$ cat src/rtl/pmesh_store_splitter.sv
// +----------------------------------------------------------------------------+
// | Module      : pmesh_store_splitter                                         |
// | Description : Splits one 64-bit AXI write beat into naturally aligned      |
// |               1/2/4/8-byte P-Mesh stores and tracks their acknowledgements.|
// | Revision    : 1.0                                                          |
// +----------------------------------------------------------------------------+
`timescale 1ns/1ps
`default_nettype none

module pmesh_store_splitter #(
    parameter int ADDR_WIDTH      = 40,
    parameter int MAX_OUTSTANDING = 4
) (
    input  logic                  clk,
    input  logic                  rst,
    input  logic                  s_valid,
    output logic                  s_ready,
    input  logic [ADDR_WIDTH-1:0] s_addr,
    input  logic [7:0]            s_wstrb,
    input  logic [63:0]           s_wdata,
    output logic                  pm_valid,
    input  logic                  pm_ready,
    output logic [ADDR_WIDTH-1:0] pm_addr,
    output logic [2:0]            pm_size,
    output logic [63:0]           pm_data,
    output logic                  pm_last,
    input  logic                  pm_ack,
    output logic                  beat_done,
    output logic                  err
);

    localparam logic [1:0] c_IDLE  = 2'd0;
    localparam logic [1:0] c_ISSUE = 2'd1;
    localparam logic [1:0] c_DRAIN = 2'd2;
    localparam logic [1:0] c_DONE  = 2'd3;

    localparam logic [3:0] c_MAX_OUT = 4'(MAX_OUTSTANDING);

    logic [1:0]            r_state;
    logic [1:0]            w_next_state;
    logic                  r_live;
    logic [7:0]            r_mask;
    logic [ADDR_WIDTH-4:0] r_base;
    logic [3:0]            r_outst;

    logic [3:0]            w_out_nxt;
    logic                  w_spurious;
    logic                  w_hs;
    logic                  w_accept;
    logic                  w_load;

    logic [2:0]            w_pos;
    logic [7:0]            w_win;
    logic [7:0]            w_ones;
    logic [7:0]            w_chunk;
    logic [2:0]            w_size;
    logic                  w_last;
    logic                  w_unused_addr;

    // Address bits [2:0] are replaced by the chunk offset
    assign w_unused_addr = ^s_addr[2:0];

    assign w_hs     = pm_valid & pm_ready;
    assign w_accept = s_valid & s_ready;

    // Largest naturally aligned run starting at the lowest pending byte
    always_comb begin
        w_pos = 3'd0;
        for (int i = 7; i >= 0; i--) begin
            if (r_mask[i]) begin
                w_pos = 3'(i);
            end
        end
        w_win = r_mask >> w_pos;
        if ((w_pos == 3'd0) && (r_mask == 8'hFF)) begin
            w_size = 3'd4;
            w_ones = 8'hFF;
        end else if ((w_pos[1:0] == 2'b00) && ((w_win & 8'h0F) == 8'h0F)) begin
            w_size = 3'd3;
            w_ones = 8'h0F;
        end else if ((w_pos[0] == 1'b0) && ((w_win & 8'h03) == 8'h03)) begin
            w_size = 3'd2;
            w_ones = 8'h03;
        end else begin
            w_size = 3'd1;
            w_ones = 8'h01;
        end
        w_chunk = w_ones << w_pos;
        w_last  = ((r_mask & ~w_chunk) == 8'h00);
    end

    // Credit count as it will stand after this edge
    always_comb begin
        w_out_nxt  = r_outst;
        w_spurious = 1'b0;
        if (w_hs && !pm_ack) begin
            w_out_nxt = r_outst + 4'd1;
        end else if (!w_hs && pm_ack) begin
            if (r_outst != 4'd0) begin
                w_out_nxt = r_outst - 4'd1;
            end else begin
                w_spurious = 1'b1;
            end
        end
    end

    assign w_load = (r_state == c_ISSUE) && (r_mask != 8'h00) &&
                    (!pm_valid || pm_ready) && (w_out_nxt < c_MAX_OUT);

    always_ff @(posedge clk or negedge rst) begin
        if (!rst) begin
            r_state <= c_IDLE;
            r_live  <= 1'b0;
        end else begin
            r_state <= w_next_state;
            r_live  <= 1'b1;
        end
    end

    always_comb begin
        w_next_state = r_state;
        case (r_state)
            c_IDLE: begin
                if (w_accept) begin
                    w_next_state = (s_wstrb != 8'h00) ? c_ISSUE : c_DONE;
                end
            end
            c_ISSUE: begin
                if (w_hs && pm_last) begin
                    w_next_state = c_DRAIN;
                end
            end
            c_DRAIN: begin
                if (w_out_nxt == 4'd0) begin
                    w_next_state = c_DONE;
                end
            end
            default: begin
                w_next_state = c_IDLE;
            end
        endcase
    end

    always_comb begin
        s_ready   = (r_state == c_IDLE) && r_live;
        beat_done = (r_state == c_DONE);
    end

    // Payload registers: loaded once per chunk, held while the encoder stalls
    always_ff @(posedge clk or negedge rst) begin
        if (!rst) begin
            r_mask   <= 8'h00;
            r_base   <= '0;
            pm_valid <= 1'b0;
            pm_addr  <= '0;
            pm_size  <= 3'd0;
            pm_last  <= 1'b0;
            pm_data  <= 64'd0;
        end else begin
            if (w_accept) begin
                r_mask  <= s_wstrb;
                r_base  <= s_addr[ADDR_WIDTH-1:3];
                pm_data <= s_wdata;
            end
            if (w_load) begin
                pm_valid <= 1'b1;
                pm_addr  <= {r_base, w_pos};
                pm_size  <= w_size;
                pm_last  <= w_last;
                r_mask   <= r_mask & ~w_chunk;
            end else if (w_hs) begin
                pm_valid <= 1'b0;
            end
        end
    end

    always_ff @(posedge clk or negedge rst) begin
        if (!rst) begin
            r_outst <= 4'd0;
            err     <= 1'b0;
        end else begin
            r_outst <= w_out_nxt;
            if (w_spurious) begin
                err <= 1'b1;
            end
        end
    end

endmodule

`default_nettype wire
$ cat config.mk
export PLATFORM = sky130hd
export DESIGN_NAME = pmesh_store_splitter
export DESIGN_NICKNAME = d
export VERILOG_FILES = /design/src/rtl/pmesh_store_splitter.sv
export SDC_FILE = /design/constraint.sdc
export NUM_CORES = 1
export LEC_CHECK = 0
export CAP_MARGIN = 10
export CORE_ASPECT_RATIO = 0.9
export CORE_MARGIN = 1.5
export CORE_UTILIZATION = 48
export CTS_BUF_LIST = sky130_fd_sc_hd__clkbuf_8
export DETAILED_ROUTE_END_ITERATION = 6
export PLACE_DENSITY = 0.94
export SLEW_MARGIN = 25
export SYNTH_ARGS = -nofsm -noshare
export SYNTH_HDL_FRONTEND = slang
export SYNTH_SLANG_ARGS = --single-unit
export TNS_END_PERCENT = 100
$ cat constraint.sdc
create_clock -name clk -period 3 [get_ports clk]
set_clock_uncertainty 0.2 [all_clocks]
set_input_delay 0.3 -clock clk [delete_from_list [all_inputs] [get_ports clk]]
set_output_delay 0.3 -clock clk [all_outputs]
set_load 0.05 [all_outputs]
==> impl_metrics.csv <==
group,metric,value,unit
clocking,cts-root-buf,"clkbuf_8",
floorplanning,ios,229,
floorplanning,die_h,117,um
synthesis,syn-instance-count,705,
routing,num_vias,5775,
synthesis,syn-cell-area,6940,sq um
worst_setup_path,start_kind,"register",
hold_path,worstHoldEndpoint,"pm_data[48]",
synthesis,synth_ff_type,"dfrtp_1",
cells_and_area,nets,1049,
sta,fin_crit_sh,0.941,
worst_setup_path,cp.buffers_inverters,2,
sta,setup-violations-final,0,
clocking,post-cts-setup-buffers,0,
synthesis,synth_edf_count,0,
worst_setup_path,crit_slowest_cell,"clkdlybuf4s50_1",
floorplanning,start_util,0.494,
hold_path,hold_path_depth,3,
worst_setup_path,critPathRequiredTime,2.50,ns
worst_setup_path,critical_path_arrival,2.32,ns
worst_setup_path,r2r_start,"r_outst[1]",
clocking,htreeDepth,4,
synthesis,ys_seq_area_frac,0.584,
placement,placed_area,9460,sq um
grt,grt_max_degree,78,
grt,grt_pass1_vias,5906,
routing,dr.first_iter.drc_count,511,
worst_setup_path,crit_path_max_fanout,5,
worst_setup_path,timing.rr.end,"r_mask[3]",
clocking,cts_hold_buf,1,
synthesis,yosysWarnings,0,
routing,firstDrtPassIters,5,
grt,antenna_found_initial,0,
grt,overflow,0,
worst_setup_path,r2r_slack,0.31,ns
floorplanning,core.rowCount,41,
floorplanning,die_area,15200,sq um
synthesis,synth.avg_cell_area,9.84,sq um
synthesis,syn_nets,828,
run,drv_cap,0,
sta,tightestPinTransition,0.695,ns
routing,drc_errors,0,
grt,grt_pass1_wl,28.7,mm
worst_setup_path,cp.depth,4,
routing,wl_per_cell,15.9,um
sta,fmax,354,MHz
worst_setup_path,worstSetupPathType,"register to output pin",
synthesis,ys_ff_latch,162,
sta,slew_headroom,0.537,
sta,tns,0,ns
clocking,clock_latency,0.45,ns
power_and_ir_drop,power_density,425,nW/um^2
cells_and_area,finalInstanceArea,9860,sq um
clocking,ctsResizeCount,0,
clocking,clock_path_buffers,2,
worst_setup_path,crit_chain,"inv_1 -> ha_1 -> and2_1 -> clkdlybuf4s50_1",
sta,period_needed,2.82,ns
cells_and_area,syn_to_final_growth,42.2,%
clocking,clk_pin_slew,0.10,ns
clocking,cts_sinks,162,
outcome,outcome,"finished, final reports clean",
routing,drtAntennaViolNets,0,
routing,viasPerCell,5.10,
worst_setup_path,endpoint_kind,"output pin",
worst_setup_path,reg2regPathDepth,8,
hold_path,min_path_type,"primary input to register",
worst_setup_path,critical-path-top-delay-family,"buffers and inverters",
placement,dpl.hpwl,12.7,mm
cells_and_area,drive_above_1_share,0.0980,
clocking,cts_buffers,17,
floorplanning,die_w,130,um
synthesis,yosysUniqueCellTypes,58,
hold_path,hp-start,"s_wdata[48]",
cells_and_area,fillers,1043,
power_and_ir_drop,ir_drop,0.433,mV
clocking,cts_tree,"done",
routing,drt_wl_total,17.9,mm
sta,slew_viol_final,0,
cells_and_area,diodes,0,
worst_setup_path,max_stage_delay,0.85,ns
placement,gp_congestion,0.871,
floorplanning,core-area,14100,sq um
synthesis,async_flop_share,1.00,
sta,rsz0062_at_grt,"false",
power_and_ir_drop,power_leakage,4.88,nW
placement,io_buffers,225,
sta,final-hold-violation-count,0,
grt,gr-usage-all-layers,0.247,
final cells by class:
cell class / instances / area, sq um / share of cell area
multi-input cells: 495 / 2680 / 0.272
repair buffers: 240 / 2460 / 0.249
flip-flops and latches: 162 / 4050 / 0.411
well taps: 193 / 241 / 0.0245
clock inverters: 11 / 103 / 0.0104
clock buffers: 21 / 289 / 0.0293
inverters: 10 / 37.5 / 0.00381
through the flow:
| step | cells | hold WS [ns] | setup WS, ns | utilization | total power (W) |
|---|---|---|---|---|---|
| after floorplan | 705 | -0.196 | 0.314 | - | 0.00242 |
| after global placement | 1099 | 0.176 | 0.115 | 0.673 | 0.00266 |
| after detailed placement | 1099 | 0.175 | 0.0896 | 0.673 | 0.00268 |
| after CTS | 1132 | 0.135 | 0.153 | 0.702 | 0.00423 |
| after global routing | 1132 | 0.133 | 0.0757 | 0.702 | 0.00438 |
| final | 1132 | 0.157 | 0.177 | 0.702 | 0.00420 |
registers in the layout, summed over array words and instances, names as in the netlist:
register and count:
r_mask 8, r_outst 4, r_base 37, pm_addr 40, r_live 1, pm_data 64
err 1, pm_valid 1, pm_size 3, pm_last 1, r_state 2
cells by family after synthesis:
logic type / share of synthesized area
AO/OA/AOI/OAI: 0.0629
buffers and inverters: 0.0310
adder cells (fa/ha/maj): 0.0108
flip-flops: 0.584
other: 0.000541
XOR/XNOR: 0.00126
multiplexers: 0.0895
AND/OR/NAND/NOR: 0.220
worst reg2reg max path: stages, from the launching register on:
cell     delay [ns]
dfrtp_1        0.46
ha_1           0.22
and4b_1        0.19
a41o_1         0.22
a211o_1        0.31
and3b_2        0.39
nor2_1         0.14
a22o_1         0.26
a31o_2         0.20
layer usage:
layer / routed length [um] / GRT usage / vias up / share of wire
li1: - / - / 2724 / -
met1: 6850 / 0.285 / 2769 / 0.38
met2: 9220 / 0.423 / 240 / 0.51
met3: 1310 / 0.0805 / 42 / 0.073
met4: 571 / 0.107 / 0 / 0.032
met5: 0 / 0 / - / 0
Yosys cell counts, drive strengths merged, types with 3 or more instances:
master  count  area, sq um
o211ai      3         27.5
inv        10         37.5
nand2     325         1220
dfrtp     162         4050
nand3b      3         22.5
nor2       13         48.8
o21ai       8         40.0
and2        4         25.0
a21o        3         22.5
a211oi      4         30.0
a21oi      15         75.1
buf        12         80.1
o21bai      5         37.5
o31ai       3         22.5
clkbuf     26         97.6
a31o        3         26.3
mux2i       5         50.1
nor2b       6         37.5
nand3       5         25.0
mux2       42          571
nor3        3         15.0
ha          6         75.1
nand2b      3         18.8
cell usage in the layout (no fill, tap or decap), types with 2 or more instances in the layout:
master and n:
nor2b_1 6, nand2b_1 3, buf_12 7, o21ai_0 7, clkinv_2 3, a211oi_1 4, and2_1 3, a22oi_1 2
mux2_4 26, nand2_1 324, nor2_1 13, nand4_1 2, o21bai_1 5, dfrtp_1 162, buf_4 7, nor3_1 3
clkdlybuf4s50_1 224, or3_1 2, o211ai_1 2, a21oi_1 15, o21a_1 2, inv_1 10, o22ai_1 2, ha_1 6
nand3_1 5, clkbuf_8 21, a31o_2 2, mux2_2 11, mux2_1 5, mux2i_1 5, o31ai_1 3, a22o_1 2
a31oi_1 2, nand3b_1 3, clkinvlp_4 3, clkinv_4 3, a21o_1 3, nor4_1 2
worst max-delay path by stage:
stage	startpoint	slack, ns	endpoint
2_1_floorplan	pm_valid	0.31	pm_addr[13]
3_3_place_gp	pm_ready	0.12	r_mask[3]
3_5_place_dp	pm_ready	0.09	pm_addr[5]
4_1_cts	r_state[1]	0.15	s_ready
5_1_grt	r_state[0]	0.08	s_ready
6_report	r_state[1]	0.18	s_ready
where the power goes:
part | leakage (nW) | total [W] | switching, W | internal [W]
Combinational | 2.45 | 0.000383 | 0.000176 | 0.000207
Clock | 0.194 | 0.00155 | 0.000808 | 0.000746
Sequential | 2.23 | 0.00226 | 0.0000435 | 0.00221
No activity file was read; power rests on OpenSTA's default activity.
